[src/rtl/core_pkg.sv]
// Shared decode definitions for the core front end.
//  - OPC_* : RV32 base opcodes (instr[6:0]) recognised by the decode stage
//  - instr_type_t : one-hot instruction-type flags plus an illegal marker
//  - decode_opcode() : pure combinational classifier from opcode to flags
package core_pkg;

  localparam logic [6:0] OPC_RTYPE  = 7'b0110011;
  localparam logic [6:0] OPC_ITYPE  = 7'b0010011;
  localparam logic [6:0] OPC_LOAD   = 7'b0000011;
  localparam logic [6:0] OPC_STORE  = 7'b0100011;
  localparam logic [6:0] OPC_BRANCH = 7'b1100011;
  localparam logic [6:0] OPC_JALR   = 7'b1100111;
  localparam logic [6:0] OPC_JAL    = 7'b1101111;
  localparam logic [6:0] OPC_LUI    = 7'b0110111;
  localparam logic [6:0] OPC_AUIPC  = 7'b0010111;

  typedef struct packed {
    logic rtype;
    logic itype;
    logic load;
    logic store;
    logic branch;
    logic jalr;
    logic jal;
    logic lui;
    logic auipc;
    logic illegal;
  } instr_type_t;

  localparam int unsigned INSTR_TYPE_W = $bits(instr_type_t);

  // Exactly one field of the result is set. Compressed encodings
  // (opcode[1:0] != 2'b11) are rejected before the opcode table is consulted.
  function automatic instr_type_t decode_opcode(input logic [6:0] opcode);
    instr_type_t t;
    t = '0;
    if (opcode[1:0] != 2'b11) begin
      t.illegal = 1'b1;
    end else begin
      case (opcode)
        OPC_RTYPE:  t.rtype   = 1'b1;
        OPC_ITYPE:  t.itype   = 1'b1;
        OPC_LOAD:   t.load    = 1'b1;
        OPC_STORE:  t.store   = 1'b1;
        OPC_BRANCH: t.branch  = 1'b1;
        OPC_JALR:   t.jalr    = 1'b1;
        OPC_JAL:    t.jal     = 1'b1;
        OPC_LUI:    t.lui     = 1'b1;
        OPC_AUIPC:  t.auipc   = 1'b1;
        default:    t.illegal = 1'b1;
      endcase
    end
    return t;
  endfunction

endpackage

[src/rtl/skid_buf.sv]
// Two-entry skid buffer with EMPTY/ONE/FULL occupancy control.
//  clk_i, rst_ni     : clock, asynchronous active-low reset
//  valid_i/ready_o   : upstream handshake; ready_o is decoded from the state register only
//  data_i            : incoming payload
//  flush_i           : drop all held entries and any same-cycle incoming entry
//  valid_o/ready_i   : downstream handshake
//  data_o            : main-register payload (the oldest held entry)
module skid_buf
  #(parameter int unsigned W = 8)
  (
    input  logic         clk_i,
    input  logic         rst_ni,
    input  logic         valid_i,
    output logic         ready_o,
    input  logic [W-1:0] data_i,
    input  logic         flush_i,
    output logic         valid_o,
    input  logic         ready_i,
    output logic [W-1:0] data_o
  );

  typedef enum logic [1:0] {
    S_EMPTY = 2'd0,
    S_ONE   = 2'd1,
    S_FULL  = 2'd2
  } state_e;

  state_e       state_q, state_d;
  logic [W-1:0] main_q, skid_q;
  logic         main_ld, main_from_skid, skid_ld;
  logic         push, pop;

  // Both handshake outputs come straight from the state register, so there
  // is no combinational path from ready_i to ready_o.
  assign valid_o = (state_q != S_EMPTY);
  assign ready_o = (state_q != S_FULL);
  assign data_o  = main_q;

  assign push = valid_i && ready_o;
  assign pop  = valid_o && ready_i;

  // NOTE: every signal written here gets a default first, so no path through
  // the case can leave one unassigned and infer a latch.
  always_comb begin
    state_d        = state_q;
    main_ld        = 1'b0;
    main_from_skid = 1'b0;
    skid_ld        = 1'b0;
    if (flush_i) begin
      // Flush wins over everything; a same-cycle push is simply not stored.
      state_d = S_EMPTY;
    end else begin
      unique case (state_q)
        S_EMPTY: begin
          if (push) begin
            main_ld = 1'b1;
            state_d = S_ONE;
          end
        end
        S_ONE: begin
          if (push && pop) begin
            main_ld = 1'b1;
          end else if (push) begin
            skid_ld = 1'b1;
            state_d = S_FULL;
          end else if (pop) begin
            state_d = S_EMPTY;
          end
        end
        S_FULL: begin
          // ready_o is low here, so push cannot occur.
          if (pop) begin
            main_from_skid = 1'b1;
            state_d        = S_ONE;
          end
        end
        default: state_d = S_EMPTY;
      endcase
    end
  end

  // NOTE: sequential state uses non-blocking assignments so every register
  // samples the pre-edge values, independent of block ordering.
  always_ff @(posedge clk_i or negedge rst_ni) begin
    if (!rst_ni) state_q <= S_EMPTY;
    else         state_q <= state_d;
  end

  // NOTE: the payload storage has no reset; its contents are never visible
  // while the occupancy state says the entry is invalid.
  always_ff @(posedge clk_i) begin
    if (main_ld)             main_q <= data_i;
    else if (main_from_skid) main_q <= skid_q;
    if (skid_ld)             skid_q <= data_i;
  end

endmodule

[src/rtl/instr_type_decode_stage.sv]
// Decode-stage front end: classifies the incoming opcode into one-hot type
// flags and registers them with the instruction and PC through a 2-entry
// skid buffer (1-cycle latency, full throughput).
//  clk_i, rst_ni       : clock, asynchronous active-low reset
//  valid_i/ready_o     : fetch handshake (ready_o registered)
//  instr_i, pc_i       : incoming instruction word and its address
//  flush_i             : discard held and incoming entries
//  valid_o/ready_i     : downstream handshake
//  instr_o, pc_o       : registered instruction and PC (0 when valid_o=0)
//  rtype_o .. auipc_o  : one-hot type flags (0 when valid_o=0)
//  illegal_o           : unrecognised opcode
module instr_type_decode_stage
  import core_pkg::*;
  #(
    parameter int unsigned XLEN = 32,
    parameter int unsigned ILEN = 32
  )
  (
    input  logic            clk_i,
    input  logic            rst_ni,
    input  logic            valid_i,
    output logic            ready_o,
    input  logic [ILEN-1:0] instr_i,
    input  logic [XLEN-1:0] pc_i,
    input  logic            flush_i,
    output logic            valid_o,
    input  logic            ready_i,
    output logic [ILEN-1:0] instr_o,
    output logic [XLEN-1:0] pc_o,
    output logic            rtype_o,
    output logic            itype_o,
    output logic            load_o,
    output logic            store_o,
    output logic            branch_o,
    output logic            jalr_o,
    output logic            jal_o,
    output logic            lui_o,
    output logic            auipc_o,
    output logic            illegal_o
  );

  localparam int unsigned PAYLOAD_W = ILEN + XLEN + INSTR_TYPE_W;

  instr_type_t            type_in, type_held, type_out;
  logic [PAYLOAD_W-1:0]   payload_in, payload_out;
  logic [ILEN-1:0]        instr_held;
  logic [XLEN-1:0]        pc_held;

  // Decode ahead of the register so the flags travel with their instruction.
  assign type_in    = decode_opcode(instr_i[6:0]);
  assign payload_in = {instr_i, pc_i, type_in};

  skid_buf #(.W(PAYLOAD_W)) u_skid_buf (
    .clk_i   (clk_i),
    .rst_ni  (rst_ni),
    .valid_i (valid_i),
    .ready_o (ready_o),
    .data_i  (payload_in),
    .flush_i (flush_i),
    .valid_o (valid_o),
    .ready_i (ready_i),
    .data_o  (payload_out)
  );

  assign {instr_held, pc_held, type_held} = payload_out;

  // The held payload is unreset storage, so it is masked whenever no valid
  // entry is being presented.
  assign instr_o  = valid_o ? instr_held : '0;
  assign pc_o     = valid_o ? pc_held    : '0;
  assign type_out = valid_o ? type_held  : '0;

  assign rtype_o   = type_out.rtype;
  assign itype_o   = type_out.itype;
  assign load_o    = type_out.load;
  assign store_o   = type_out.store;
  assign branch_o  = type_out.branch;
  assign jalr_o    = type_out.jalr;
  assign jal_o     = type_out.jal;
  assign lui_o     = type_out.lui;
  assign auipc_o   = type_out.auipc;
  assign illegal_o = type_out.illegal;

endmodule

[config.mk]
export PLATFORM = sky130hd
export DESIGN_NAME = instr_type_decode_stage
export DESIGN_NICKNAME = d
export VERILOG_FILES = /design/src/rtl/core_pkg.sv /design/src/rtl/skid_buf.sv /design/src/rtl/instr_type_decode_stage.sv
export SDC_FILE = /design/constraint.sdc
export NUM_CORES = 1
export LEC_CHECK = 0
export ABC_AREA = 1
export BUFFER_PORTS_ARGS = -buffer_cell sky130_fd_sc_hd__buf_4
export CAP_MARGIN = 20
export CORE_ASPECT_RATIO = 1.5
export CORE_MARGIN = 2
export CORE_UTILIZATION = 45
export CTS_CLUSTER_DIAMETER = 60
export DETAILED_ROUTE_END_ITERATION = 7
export PLACE_DENSITY = 0.69
export SYNTH_ARGS = -nofsm -noshare
export SYNTH_HDL_FRONTEND = slang
export SYNTH_SLANG_ARGS = --single-unit
[constraint.sdc]
create_clock -name clk_i -period 12.5 [get_ports clk_i]
set_input_delay 2.5 -clock clk_i [delete_from_list [all_inputs] [get_ports clk_i]]
set_output_delay 2.5 -clock clk_i [all_outputs]
set_load 0.02 [all_outputs]
==> qor.txt <==
Drt drc: 0
WS Path Type: reg -> out
Worst setup startpoint: u_skid_buf.state_q[0]$_DFFE_PN0P_
Core box area: 13900 um2
IO Port Bufs: 144
Level count of the clock H-tree: 4
Setup bufs post-CTS: 0
Worst-case reg-to-reg path depth: 4
Yosys warnings: 0
Post-cts resize count: 0
Yosys cell types: 17
Req. time, crit path: 10.00 ns
CTS tree: done
Endpoints failing hold: 0
Setup TNS: 0 ns
Mapped Area: 6310 um2
Initial antenna violation count: 0
Synth Area per Inst: 10.5 um2
Clk_lat worst skew: 0.41 ns
Gpl congestion: 0.800
RSZ-0062 raised after global routing: false
Die area: 15000 um2
DR vias/cell: 4.71
Post-DP HPWL: 8230 um
Final period util: 35.9%
Worst-margin pin slew: 0.999 ns
Register area share after synthesis: 71.2%
Slew Limit Headroom: 33.4%
Detail Route Antenna Nets: 0
WL/cell: 13.9 um
Status: completed
Max Clk Rate: 223 MHz
Worst-path fanout max: 75
Starting DRT DRC Count: 284
Clk sinks: 150
Syn Inst Count: 602
Area Growth Syn to Fin: 28.0%
Vias in the first global route: 4257
Leakage power: 0.00376 uW
CTS max path bufs: 2
Reg-to-reg endpoint: u_skid_buf.skid_q[51]$_DFFE_PP_
Cts bufs inserted: 17
# rows: 53
Startpoint types: flip-flop
Setup crit end: branch_o
Share of post-route cells with drive strength above 1: 24.3%
CTS Hold Buffers Added: 0
Total track usage: 17.7%
Die X: 101 um
Remaining Overflow, GRT: 0
Reg2Reg Setup Slack: 10.42 ns
CP endpoint kind: primary output
Finish-stage setup viols: 0
Reg2reg start: u_skid_buf.state_q[1]$_DFFE_PN0P_
Pwr per Cell Area: 155 nW/um2
Global-route wire length before repair: 20500 um
Drt first pass iters: 5
VDD IR max: 0.119 mV
Final Util: 58.3%
Worst Path Arrival: 1.99 ns
#FFs+latches synth: 150
DR vias: 4346
Post-Synthesis Net Count: 671
CTS clk-pin slew, worst paths: 0.06 ns
Pin count of the biggest net entering global routing: 83
Final Slew Violations: 0
Layout Nets: 814
Initial Utilization: 45.5%
WL final: 12800 um
Die Span Y: 149 um
Ant diodes: 0
Max-Cap Viols: 0
Min Clock Period, post-route: 4.49 ns
Worst hold path class: reg -> reg
I/O pin total: 145
Clk_skew: 0.00862 ns
Root buffer cell: clkbuf_16
[final cells by class]
cell class | count | area (um2)
Fill cell | 1183 | 5780
Tap cell | 165 | 206
Timing Repair Buffer | 148 | 1130
Clock buffer | 20 | 447
Multi-Input combinational cell | 336 | 1330
Sequential cell | 150 | 4490
Inverter | 92 | 345
Clock inverter | 12 | 129
[worst max-delay path, stage by stage (launching register included)]
cell and delay [ns]:
dfrtp_1 0.45, nor2_4 0.13, buf_4 0.61, nor2_1 0.17
buf_4 0.21
[kinds of logic (layout without fill, tap and decap cells)]
kind of cell | count (synthesis) | in the layout | share of synthesized area (%)
compound gates | 10 | 10 | 0.793
simple gates | 326 | 326 | 19.7
buf+inv | 116 | 272 | 8.27
flops | 150 | 150 | 71.2
[synth_stat cells, drive strengths merged]
cell type  instances  share of area (%)
edfxtp           148                 70
buf               22                2.7
nor2              89                5.3
nand3b             1               0.12
nand2            228                 14
o21ai             10               0.79
nand3              2               0.24
dfrtp              2               0.79
inv               92                5.5
nor3               6               0.48
clkbuf             2               0.12
[how the worst min path moves through the flow]
stage	end	from	depth (start not counted)	slack, ns
3_5_place_dp	u_skid_buf.data_o[43]$_DFFE_PP_	u_skid_buf.skid_q[43]$_DFFE_PP_	2	0.50
2_1_floorplan	u_skid_buf.data_o[10]$_DFFE_PP_	u_skid_buf.skid_q[10]$_DFFE_PP_	2	0.49
3_3_place_gp	u_skid_buf.data_o[60]$_DFFE_PP_	u_skid_buf.skid_q[60]$_DFFE_PP_	2	0.50
4_1_cts	u_skid_buf.data_o[43]$_DFFE_PP_	u_skid_buf.skid_q[43]$_DFFE_PP_	2	0.52
6_report	u_skid_buf.data_o[43]$_DFFE_PP_	u_skid_buf.skid_q[43]$_DFFE_PP_	2	0.51
5_1_grt	u_skid_buf.data_o[52]$_DFFE_PP_	u_skid_buf.skid_q[52]$_DFFE_PP_	2	0.54
[report_power, final]
part	switching (uW)	internal (uW)	leakage, uW
registers	6.13	579	0.00141
logic	114	66.4	0.00207
clock network	190	299	0.000276
total	310	944	0.00376
[registers in the layout, indices dropped and copies added, names as in the netlist]
signal,cells
u_skid_buf.data_o,74
u_skid_buf.skid_q,74
u_skid_buf.state_q,2
[cell usage in the layout, fill, tap and decap left out, drive strengths merged]
cell type    n
buf        148
bufinv       2
clkbuf      20
clkinv       6
clkinvlp     3
dfrtp        2
edfxtp     148
inv         93
nand2      228
nand3        2
nand3b       1
nor2        89
nor3         6
o21ai       10
[layer usage]
| metal | vias up | track usage (%) | wire length [um] |
|---|---|---|---|
| li1 | 2165 | - | - |
| met5 | - | 0 | 0 |
| met4 | 0 | 6.78 | 221 |
| met1 | 2013 | 22.2 | 5200 |
| met2 | 153 | 29.7 | 6650 |
| met3 | 15 | 4.08 | 737 |
[stage by stage]
stage          std cells  hold WS [ns]  worst slack [ns]  power, uW  cell area (um2)
2_1_floorplan        602         0.494              6.19        699             6310
3_3_place_gp         890         0.500              8.36        772             7470
3_5_place_dp         890         0.502              8.26        777             7470
4_1_cts              922         0.516              7.97       1270             8050
5_1_grt              923         0.536              7.82       1310             8080
6_report             923         0.513              8.01       1250             8080
Power figures use the tool's default switching activity.
